`src/rtl/lcd_char_driver.sv`:
```
// Drives a 16x2 HD44780-style LCD in 8-bit write-only mode: power-up wait,
// init command sequence, then continuous refresh of both rows from line1/line2.
module lcd_char_driver #(
    parameter int TICK_DIV   = 50,
    parameter int POWERUP_US = 15000,
    parameter int CMD_US     = 40,
    parameter int CLEAR_US   = 1640
) (
    input  logic         clk,
    input  logic         rst,
    input  logic [127:0] line1,
    input  logic [127:0] line2,
    input  logic         reinit,
    output logic         lcd_e,
    output logic         lcd_rs,
    output logic         lcd_rw,
    output logic [7:0]   lcd_data,
    output logic         init_done,
    output logic         frame_done
);

    localparam int PW   = (TICK_DIV > 1) ? $clog2(TICK_DIV) : 1;
    localparam int WMAX = (POWERUP_US > CLEAR_US) ?
                          ((POWERUP_US > CMD_US) ? POWERUP_US : CMD_US) :
                          ((CLEAR_US > CMD_US) ? CLEAR_US : CMD_US);
    localparam int WW   = $clog2(WMAX + 1);

    localparam logic [PW-1:0] PRE_MAX = PW'(TICK_DIV - 1);
    localparam logic [PW-1:0] ONE_P   = PW'(1);
    localparam logic [WW-1:0] PWR_LD  = WW'(POWERUP_US);
    localparam logic [WW-1:0] CMD_LD  = WW'(CMD_US);
    localparam logic [WW-1:0] CLR_LD  = WW'(CLEAR_US);
    localparam logic [WW-1:0] ONE_W   = WW'(1);

    typedef enum logic [2:0] {
        PWRUP, INIT, SNAP, ADDR1, ROW1, ADDR2, ROW2, FDONE
    } main_t;

    typedef enum logic [1:0] {
        B_IDLE, B_SETUP, B_PULSE, B_HOLD
    } byte_t;

    main_t          state;
    byte_t          bstate;
    logic [PW-1:0]  presc;
    logic [WW-1:0]  wait_cnt;
    logic [1:0]     init_idx;
    logic [3:0]     col;
    logic [127:0]   shadow1;
    logic [127:0]   shadow2;
    logic           reinit_pend;

    logic           tick;
    logic           act;
    logic           byte_end;
    logic           restart;
    logic [3:0]     col_sel;
    logic [127:0]   row_src;
    logic [7:0]     char_nxt;
    logic [7:0]     init_nxt;

    assign lcd_rw = 1'b0;

    // SNAP can coincide with the 0x80 strobe when TICK_DIV=1, so an immediate
    // restart there is held off while lcd_e is high and waits for the byte end.
    always_comb begin
        tick     = (presc == PRE_MAX);
        act      = reinit | reinit_pend;
        byte_end = (bstate == B_HOLD) && tick && (wait_cnt <= ONE_W);
        restart  = act && ((state == PWRUP) || (state == SNAP && !lcd_e) || byte_end);
    end

    // Next character: column 0 right after an address byte, else the next column.
    always_comb begin
        col_sel  = (state == ROW1 || state == ROW2) ? col + 4'd1 : 4'd0;
        row_src  = (state == ADDR2 || state == ROW2) ? shadow2 : shadow1;
        char_nxt = row_src[{~col_sel, 3'b000} +: 8];
        case (init_idx)
            2'd0:    init_nxt = 8'h0C;
            2'd1:    init_nxt = 8'h06;
            default: init_nxt = 8'h01;
        endcase
    end

    always_ff @(posedge clk or negedge rst) begin
        if (!rst) begin
            state       <= PWRUP;
            bstate      <= B_IDLE;
            presc       <= '0;
            wait_cnt    <= PWR_LD;
            init_idx    <= 2'd0;
            col         <= 4'd0;
            shadow1     <= '0;
            shadow2     <= '0;
            reinit_pend <= 1'b0;
            lcd_e       <= 1'b0;
            lcd_rs      <= 1'b0;
            lcd_data    <= 8'h00;
            init_done   <= 1'b0;
            frame_done  <= 1'b0;
        end else begin
            frame_done <= 1'b0;
            presc      <= tick ? '0 : presc + ONE_P;
            if (reinit) reinit_pend <= 1'b1;

            if (restart) begin
                state       <= PWRUP;
                wait_cnt    <= PWR_LD;
                bstate      <= B_IDLE;
                init_done   <= 1'b0;
                lcd_e       <= 1'b0;
                lcd_rs      <= 1'b0;
                lcd_data    <= 8'h00;
                reinit_pend <= 1'b0;
            end else begin
                case (state)
                    PWRUP: if (tick) begin
                        if (wait_cnt <= ONE_W) begin
                            state    <= INIT;
                            init_idx <= 2'd0;
                            bstate   <= B_SETUP;
                            lcd_rs   <= 1'b0;
                            lcd_data <= 8'h38;
                        end else begin
                            wait_cnt <= wait_cnt - ONE_W;
                        end
                    end
                    SNAP: begin
                        shadow1 <= line1;
                        shadow2 <= line2;
                        state   <= ADDR1;
                    end
                    FDONE:   state <= SNAP;
                    default: ;
                endcase

                // Byte engine; every byte boundary falls on a tick.
                if (tick) begin
                    case (bstate)
                        B_SETUP: begin
                            bstate <= B_PULSE;
                            lcd_e  <= 1'b1;
                        end
                        B_PULSE: begin
                            bstate   <= B_HOLD;
                            lcd_e    <= 1'b0;
                            wait_cnt <= (state == INIT && init_idx == 2'd3) ? CLR_LD : CMD_LD;
                        end
                        B_HOLD: begin
                            if (wait_cnt > ONE_W) begin
                                wait_cnt <= wait_cnt - ONE_W;
                            end else begin
                                bstate <= B_SETUP;
                                case (state)
                                    INIT: begin
                                        lcd_rs <= 1'b0;
                                        if (init_idx == 2'd3) begin
                                            init_done <= 1'b1;
                                            state     <= SNAP;
                                            lcd_data  <= 8'h80;
                                        end else begin
                                            init_idx <= init_idx + 2'd1;
                                            lcd_data <= init_nxt;
                                        end
                                    end
                                    ADDR1, ADDR2: begin
                                        state    <= (state == ADDR1) ? ROW1 : ROW2;
                                        col      <= 4'd0;
                                        lcd_rs   <= 1'b1;
                                        lcd_data <= char_nxt;
                                    end
                                    ROW1, ROW2: begin
                                        if (col == 4'd15) begin
                                            lcd_rs <= 1'b0;
                                            if (state == ROW1) begin
                                                state    <= ADDR2;
                                                lcd_data <= 8'hC0;
                                            end else begin
                                                state      <= FDONE;
                                                frame_done <= 1'b1;
                                                lcd_data   <= 8'h80;
                                            end
                                        end else begin
                                            col      <= col + 4'd1;
                                            lcd_rs   <= 1'b1;
                                            lcd_data <= char_nxt;
                                        end
                                    end
                                    default: bstate <= B_IDLE;
                                endcase
                            end
                        end
                        default: ;
                    endcase
                end
            end
        end
    end

endmodule

```
`config.mk`:
```
export PLATFORM = sky130hd
export DESIGN_NAME = lcd_char_driver
export DESIGN_NICKNAME = d
export VERILOG_FILES = /design/src/rtl/lcd_char_driver.sv
export SDC_FILE = /design/constraint.sdc
export NUM_CORES = 1
export LEC_CHECK = 0
export ABC_CLOCK_PERIOD_IN_PS = 2800
export BUFFER_PORTS_ARGS = -buffer_cell sky130_fd_sc_hd__buf_2
export CORE_UTILIZATION = 46
export DETAILED_ROUTE_END_ITERATION = 10
export PLACE_DENSITY = 0.77
export SLEW_MARGIN = 20
export SYNTH_ARGS = -nofsm -noshare
export SYNTH_HDL_FRONTEND = slang
export SYNTH_SLANG_ARGS = --single-unit
```
`constraint.sdc`:
```
create_clock -name clk -period 2.8 [get_ports clk]
set_input_delay 0.42 -clock clk [delete_from_list [all_inputs] [get_ports clk]]
set_output_delay 0.42 -clock clk [all_outputs]
set_load 0.05 [all_outputs]
```
Yosys cells after proc, flatten, opt, wreduce, memory -nomap -nowiden
Cells that the tools add are included.
Word-level totals
  register bits: 300
  bits in latches: 0
  RAM bits: 0
  bits in read-only memories: 0
  bits of input ports: 259
  output and inout port bits: 13
  word-level logic and storage cells: 147
  memories: 0
Operators by class
  add/sub/neg operators: 4
  $mul: 0
  div/mod/pow operators: 0
  magnitude comparators: 2
  eq/ne operators: 16
  shift-type cells: 1
  mux-type cells: 80
  bitwise operators: 4
  reductions and logical operators: 26
Operators with widths (number)
  128-bit two-way mux: 1
  128-bit by 8-bit variable part select with 8-bit output: 1
  14-bit two-way mux: 6
  8-bit two-way mux: 9
  2-bit two-way mux: 16
  14-bit one-hot mux with 2 select lines: 1
  1-bit two-way mux: 26
  3-bit two-way mux: 8
  8-bit one-hot mux with 3 select lines: 1
  3-bit one-hot mux with 3 select lines: 2
  4-bit one-hot mux with 2 select lines: 2
  14-bit by 1-bit > comparator with 1-bit output (second input constant): 1
  14-bit by 1-bit <= comparator with 1-bit output (second input constant): 1
  14-bit by 1-bit subtractor with 14-bit output (second input constant): 1
  3-bit == test (second input constant): 4
  2-bit nonzero test: 6
  11-bit two-way mux: 1
  4-bit two-way mux: 2
  7-bit two-way mux: 1
  6-bit by 1-bit adder with 6-bit output (second input constant): 1
  2-bit == test (second input constant): 3
  3-bit by 2-bit == test with 1-bit output (second input constant): 2
  6-bit == test (second input constant): 1
  6-bit two-way mux: 1
  23 further kinds: 35

Logic depth before layout (Yosys ltp)
Gate-level depths: netlist (run 1).
  depth in word-level cells: 11
  depth in mapped cells: 11
  depth with buffers taken out: 9

Least setup slack after synthesis (run 1)
No wires, ideal clock.
  path type: register -> register
  start: register wait_cnt[10]
  end: register shadow1[100]
  library setup time: 0.125 ns
  arrival: 2.492 ns
  data required time: 2.675 ns
  path slack: 0.183 ns
  cell stages (with the launch flop): 10
  buffers on the path: 3
  period minus slack after synthesis: 2.617 ns
  cell sequence: dfrtp_1 or4_1 buf_2 nand4bb_4 or3_1 a21oi_1 nor4_2 buf_6 buf_6 mux2_4
On the way
  cells in the longest elaborated chain, start to end: 6
Ends and longest elaborated chain
  start, declared: RTL line 46  | logic [WW-1:0] wait_cnt;
  start signal, assigned: RTL line 125  | wait_cnt <= wait_cnt - ONE_W;
  start signal, assigned: RTL line 147  | wait_cnt <= (state == INIT && init_idx == 2'd3) ? CLR_LD : CMD_LD;
  start signal, assigned: RTL line 151  | wait_cnt <= wait_cnt - ONE_W;
  14-bit by 1-bit <= comparator with 1-bit output: RTL line 69  | byte_end = (bstate == B_HOLD) && tick && (wait_cnt <= ONE_W);
  1-bit logical AND: RTL line 69
  1-bit logical OR: RTL line 70  | restart = act && ((state == PWRUP) || (state == SNAP && !lcd_e) || byte_end);
  1-bit logical AND: RTL line 70
  1-bit NOT (no line)
  2-bit AND reduction (no line)
  end signal, assigned: RTL line 129  | shadow1 <= line1;
  end, declared: RTL line 49  | logic [127:0] shadow1;
No other way between the ends.
A chain may end at the register's enable or synchronous reset.

Worst setup path in the final report (run 1)
  start: register wait_cnt[10]
  end: register shadow1[32]
The elaborated chain is that of the path after synthesis.

==> flow_summary.yaml, run 1 <==
setup_path:
  start_kind: "flop"
  crit_type: "reg2reg"
  worstPathMaxFanout: 27
  crit_required_ps: 3170
  cpMostUsedCell: "buf_12"
  worstPathArrival_ps: 3070
  cp_slowest_stage_delay_ps: 530
  cp-end-kind: "flop"
  crit_chain: "or4_1, nand4bb_4, or3_4, a21oi_4, nor4_4, buf_12, buf_12, mux2_1"
  slowest_stage: "or4_1"
drt:
  vias: 11300
  wirelength_um: 45000
  vias_per_cell: 5.77
  wire_per_inst_um: 22.9
  ant_nets: 0
  first_pass_iters: 5
  drc: 0
  drt-initial-drc-count: 890
final_layout:
  nets: 1744
  area_growth_pct: 23.5
  drive_gt1_share_pct: 42.6
  final_cells: 1960
floorplanning:
  rows: 66
  coreArea_um2: 32500
  die_area_um2: 33700
  fp.dieH_um: 183
  ios: 272
  die_w_um: 183
  start_util_pct: 46.7
cts:
  clkSinkCount: 300
  cts_buffer_depth: 3
  clk_root_buffer_cell: "clkbuf_16"
  clk_latency_ps: 530
  htreeDepth: 2
  clk_pin_slew_worst_paths_ps: 60
  cts_tree: "yes"
  numCtsBuffers: 34
yosys:
  syn_area_um2: 15100
  synth_top_cell_by_area: "dfrtp_1"
  synth_top_cell_area_share_pct: 48.4
  synth_edf_count: 0
  synth_cells: 1167
  ys_ff_latch: 300
  synth_seq_area_share_pct: 49.6
  synth_cell_type_count: 66
  synth-main-ff-cell: "dfrtp_1"
  synth_fp_nets: 1436
  ys_warn_count: 0
  synth_area_per_cell_um2: 13.0
  synthArstFlopShare_pct: 100
  synth_top_cells_by_area: "dfrtp_1 (48%), mux2_4 (20%), mux2_1 (4.0%), mux2i_1 (3.6%), o221ai_1 (2.6%)"
global_route:
  grt_max_degree: 88
  gr-total-overflow: 0
  grt_pass1_wl_um: 66500
  antenna_found_initial: 25
  grt_pass1_vias: 11500
  grt_usage_pct: 25.8
sta:
  worstMarginPinSlew_ps: 789
  finalMaxSlewViolations: 0
  max_clock_freq_mhz: 370
  setup_viol: 0
  skew_ps: 37.0
  fin_ws_ps: 94.6
  fin_crit_sh_pct: 96.6
  slew_headroom_pct: 46.8
  final_hold_viol_count: 0
  fin_crit_ps: 2710
placed_design:
  numPlacedInstances: 1872
  port_buffers: 270
  dp_worst_setup_slack_ps: -33.6
  dp_hpwl_um: 30600
  globalplace.congestion: 0.967
run_status:
  outcome: "completed"
power_and_ir_drop:
  cellLeakagePower_nw: 8.49
  pwr_density_cell_nw_per_um2: 655
  ir_drop_mv: 0.497
hold_path:
  min_path_type: "in2reg"
job:
  drv_cap: 0
kinds of logic after synthesis:
| logic type | after synthesis | synth area share, % |
|---|---|---|
| flops | 300 | 49.6 |
| other cells | 1 | 0.0248 |
| xor+xnor | 5 | 0.289 |
| buf+inv | 93 | 3.64 |
| compound gates | 249 | 10.9 |
| simple gates | 190 | 6.49 |
| mux | 319 | 28.2 |
| fa+ha+maj | 10 | 0.826 |
sequential cells by signal, indices dropped and copies added (netlist names), 2 cells and up:
signal	count
state	3
col	4
bstate	2
shadow2	128
lcd_data	8
wait_cnt	14
presc	6
shadow1	128
init_idx	2
stage by stage:
step / hold WS, ps / total power, mW / utilization, % / area (µm²) / TNS [ps]
after floorplan: 124 / 6.97 / - / 15100 / 0
after global placement: 465 / 7.56 / 53.3 / 17300 / 0
after detailed placement: 473 / 7.68 / 53.3 / 17300 / -483
after CTS: 90.7 / 12.3 / 56.8 / 18400 / 0
after global routing: 104 / 12.7 / 57.6 / 18700 / -5.21
final: 106 / 12.3 / 57.6 / 18700 / 0
cells in the mapped netlist, drive strengths merged, types with 10 or more instances:
| library cell | n |
|---|---|
| dfrtp | 293 |
| mux2 | 265 |
| a21oi | 72 |
| mux2i | 54 |
| o21ai | 54 |
| nand2 | 49 |
| o221ai | 45 |
| buf | 43 |
| nor2 | 41 |
| clkbuf | 38 |
| nand3 | 25 |
| nor3 | 14 |
| a31oi | 13 |
| inv | 12 |
| and3 | 10 |
| ha | 10 |
repair_timing:
item,in CTS,in global routing
gates resized for setup,2,14
cloned,0,7
hold endpoints to repair,68,0
hold buffers,1,0
setup buffers,0,1
pin swaps,0,2
setup endpoints to repair,42,256
where the power goes:
part	internal [mW]	leakage, nW	total, mW	switching (mW)
registers	5.22	3.75	5.78	0.561
logic	1.27	4.19	1.90	0.637
clock network	2.75	0.553	4.57	1.82
total	9.23	8.49	12.3	3.02
layout make-up:
cell class / count / area, µm²
multi-input combinational: 774 / 7140
timing repair buffer: 353 / 2250
inverter: 12 / 45.0
fill: 2590 / 13800
clock inverter: 14 / 201
antenna: 22 / 55.1
tap: 442 / 553
clock buffer: 43 / 936
sequential: 300 / 7520
final timing paths:
path / cells after the start / end / slack [ps] / startpoint
max: 8 / shadow1[32] / 90 / wait_cnt[10]
min: 2 / shadow2[118] / 110 / line2[118]
max reg2reg: 8 / shadow1[32] / 90 / wait_cnt[10]
min reg2reg: 1 / shadow1[19] / 490 / shadow1[19]
max in group asynchronous: 3 / shadow2[15] / 1400 / rst
min in group asynchronous: 2 / shadow1[72] / 490 / rst
placed cells by master (no fill, tap or decap), drive strengths merged, types with 7 or more instances in the layout:
cell type  Yosys  routed
mux2         265     265
ha            10      10
inv           12      12
o21ai         54      54
a221o          7       7
buf           43     348
dfstp          7       7
mux2i         54      54
nand3         25      25
dfrtp        293     293
clkbuf        38      47
clkinv         0       8
nor2          41      41
nor3          14      14
nand2         49      49
and2           7       7
o221ai        45      45
diode          0      22
a31oi         13      13
and3          10      10
a21oi         72      72
a221oi         7       7
routing by layer:
layer	track usage (%)	part of all wire (%)	vias up
met5	0	0.027	-
met4	11.3	3.8	2
met3	5.21	6.6	108
li1	-	-	4977
met2	40.6	47	489
met1	34.6	42	5738
critical path: cells and delay by family (launching register included):
kind	cells	cell delay (ps)
AO/OA/AOI/OAI	1	160
buffers and inverters	2	370
flip-flops	1	410
AND/OR/NAND/NOR	4	1260
multiplexers	1	360
Note: power is estimated with default switching activity, not from simulation.
==> run 2, diff against run 1 <==
--- a/config.mk
+++ b/config.mk
@@ -7,6 +7,7 @@
 export LEC_CHECK = 0
 export ABC_CLOCK_PERIOD_IN_PS = 2800
 export BUFFER_PORTS_ARGS = -buffer_cell sky130_fd_sc_hd__buf_2
+export CORE_MARGIN = 2
 export CORE_UTILIZATION = 46
 export DETAILED_ROUTE_END_ITERATION = 10
 export PLACE_DENSITY = 0.77
==> run 2 against run 1 <==
Sequential cell count is the same; total power fell by 0.65%; sequential share of layout area about the same; core utilization about the same; first-iteration DRC count rose by 20%; maximum frequency down 0.23%; routed wire length fell by 0.57%; die area up 2.2%; sequential power hardly changed; critical path depth did not move; largest power group unchanged.
==> flow_summary.yaml, run 2 (synthesized netlist as in run 1, its figures left out) <==
cts:
  cts_buffer_depth: 3
  clk_root_buffer_cell: "clkbuf_16"
  htreeDepth: 2
  clkSinkCount: 300
  numCtsBuffers: 34
  clk_pin_slew_worst_paths_ps: 70
  clk_latency_ps: 520
  cts_tree: "yes"
setup_path:
  crit_family: "simple AND/OR/NAND/NOR gates"
  cp_slowest_stage_delay_ps: 550
  crit_required_ps: 3200
  start_kind: "flop"
  crit_type: "reg2reg"
  slowest_stage: "or4_1"
  cp-end-kind: "flop"
  worstPathMaxFanout: 35
  worstPathArrival_ps: 3120
  crit_chain: "or4_1, nand4bb_4, or3_4, a21oi_2, nor4_4, buf_4, buf_12, mux2_4"
  path_buf_inv: 2
final_layout:
  final_cells: 1962
  nets: 1748
  area_growth_pct: 23.5
  layout_common_cells: "dfrtp_1 (292), buf_2 (269), mux2_4 (200)"
  fillers: 2567
  largestRegisters: "shadow1 (128), shadow2 (128), wait_cnt (14)"
  layout_commonest_cell: "dfrtp_1"
  drive_gt1_share_pct: 42.8
sta:
  max_clock_freq_mhz: 369
  fin_crit_sh_pct: 96.8
  setup_viol: 0
  final_hold_viol_count: 0
  whs_ps: 119
  worstMarginPinSlew_ps: 767
  skew_ps: 22.1
  finalMaxSlewViolations: 0
  fin_crit_ps: 2710
  slew_headroom_pct: 48.3
drt:
  vias_per_cell: 5.79
  ant_nets: 0
  vias: 11400
  wirelength_um: 44700
  first_pass_iters: 5
  drt-initial-drc-count: 1072
  drc: 0
  wire_per_inst_um: 22.8
floorplanning:
  start_util_pct: 46.7
  rows: 66
  fp.dieH_um: 185
  die_w_um: 185
  die_area_um2: 34400
  coreArea_um2: 32500
  ios: 272
run_status:
  outcome: "completed"
global_route:
  grt_pass1_vias: 11600
  grt_max_degree: 101
  antenna_found_initial: 20
  gr-total-overflow: 0
  grt_pass1_wl_um: 67100
  grt_usage_pct: 25.5
power_and_ir_drop:
  ir_drop_mv: 0.477
  pwr_density_cell_nw_per_um2: 651
  p_total_mw: 12.2
  cellLeakagePower_nw: 8.50
hold_path:
  min_path_type: "in2reg"
placed_design:
  numPlacedInstances: 1875
  port_buffers: 270
  dp_hpwl_um: 30700
  globalplace.congestion: 0.878
job:
  drv_cap: 0
## run 2: cell count changes in the layout (fill, tap and decap cells not counted), moves of 2 or more
cell / change
inv_6: +2
diode_2: -6
buf_4: +4
clkbuf_8: +2
clkbuf_1: +2
## run 2: routing by layer
layer | global-route usage (%) | up-vias | part of all wire, %
li1 | - | 4985 | -
met1 | 34.6 | 5735 | 42
met2 | 40.4 | 509 | 48
met3 | 4.80 | 117 | 6.8
met4 | 10.3 | 12 | 3.4
met5 | 0 | - | 0.16
## run 2: timing repair
action,4_1_cts,5_1_grt
endpoints found under the hold margin,18,0
hold buffers,1,0
buffers inserted,0,5
endpoints found under the setup margin,0,235
gates resized for setup,0,8
## run 2: where the power goes
part	total (mW)	internal [mW]	switching, mW
Combinational	1.91	1.26	0.642
Clock	4.50	2.67	1.83
Sequential	5.77	5.22	0.552
Total	12.2	9.15	3.02
## run 2: layout make-up
class                      instances  area, µm²  area share (%)
clock inverter                    15        176           0.944
timing repair buffer             357       2290            12.3
antenna                           16       40.0           0.214
inverter                          12       45.0           0.241
tap                              442        553            2.96
clock buffer                      46        946            5.06
sequential                       300       7520            40.2
multi-input combinational        774       7130            38.1
## run 2: final timing paths
check / startpoint / to / slack (ps) / cells past startpoint
worst max-delay path: wait_cnt[11] / shadow1[85] / 90 / 8
max in group asynchronous: rst / shadow2[0] / 1660 / 3
worst max register to register: wait_cnt[11] / shadow1[85] / 90 / 8
min in group asynchronous: rst / shadow1[64] / 340 / 2
worst min register to register: shadow1[11] / shadow1[11] / 490 / 1
worst min-delay path: line2[118] / shadow2[118] / 120 / 2
## run 2: through the flow
stage                     util, %  instance area, µm²  setup TNS (ps)  worst slack [ps]
final                        57.6               18700               0              88.3
after detailed placement     53.5               17400               0              26.4
after global placement       53.5               17400               0              65.1
after global routing         57.6               18700            -183             -15.7
after floorplan                 -               15100               0               183
after CTS                    57.0               18500               0              14.8
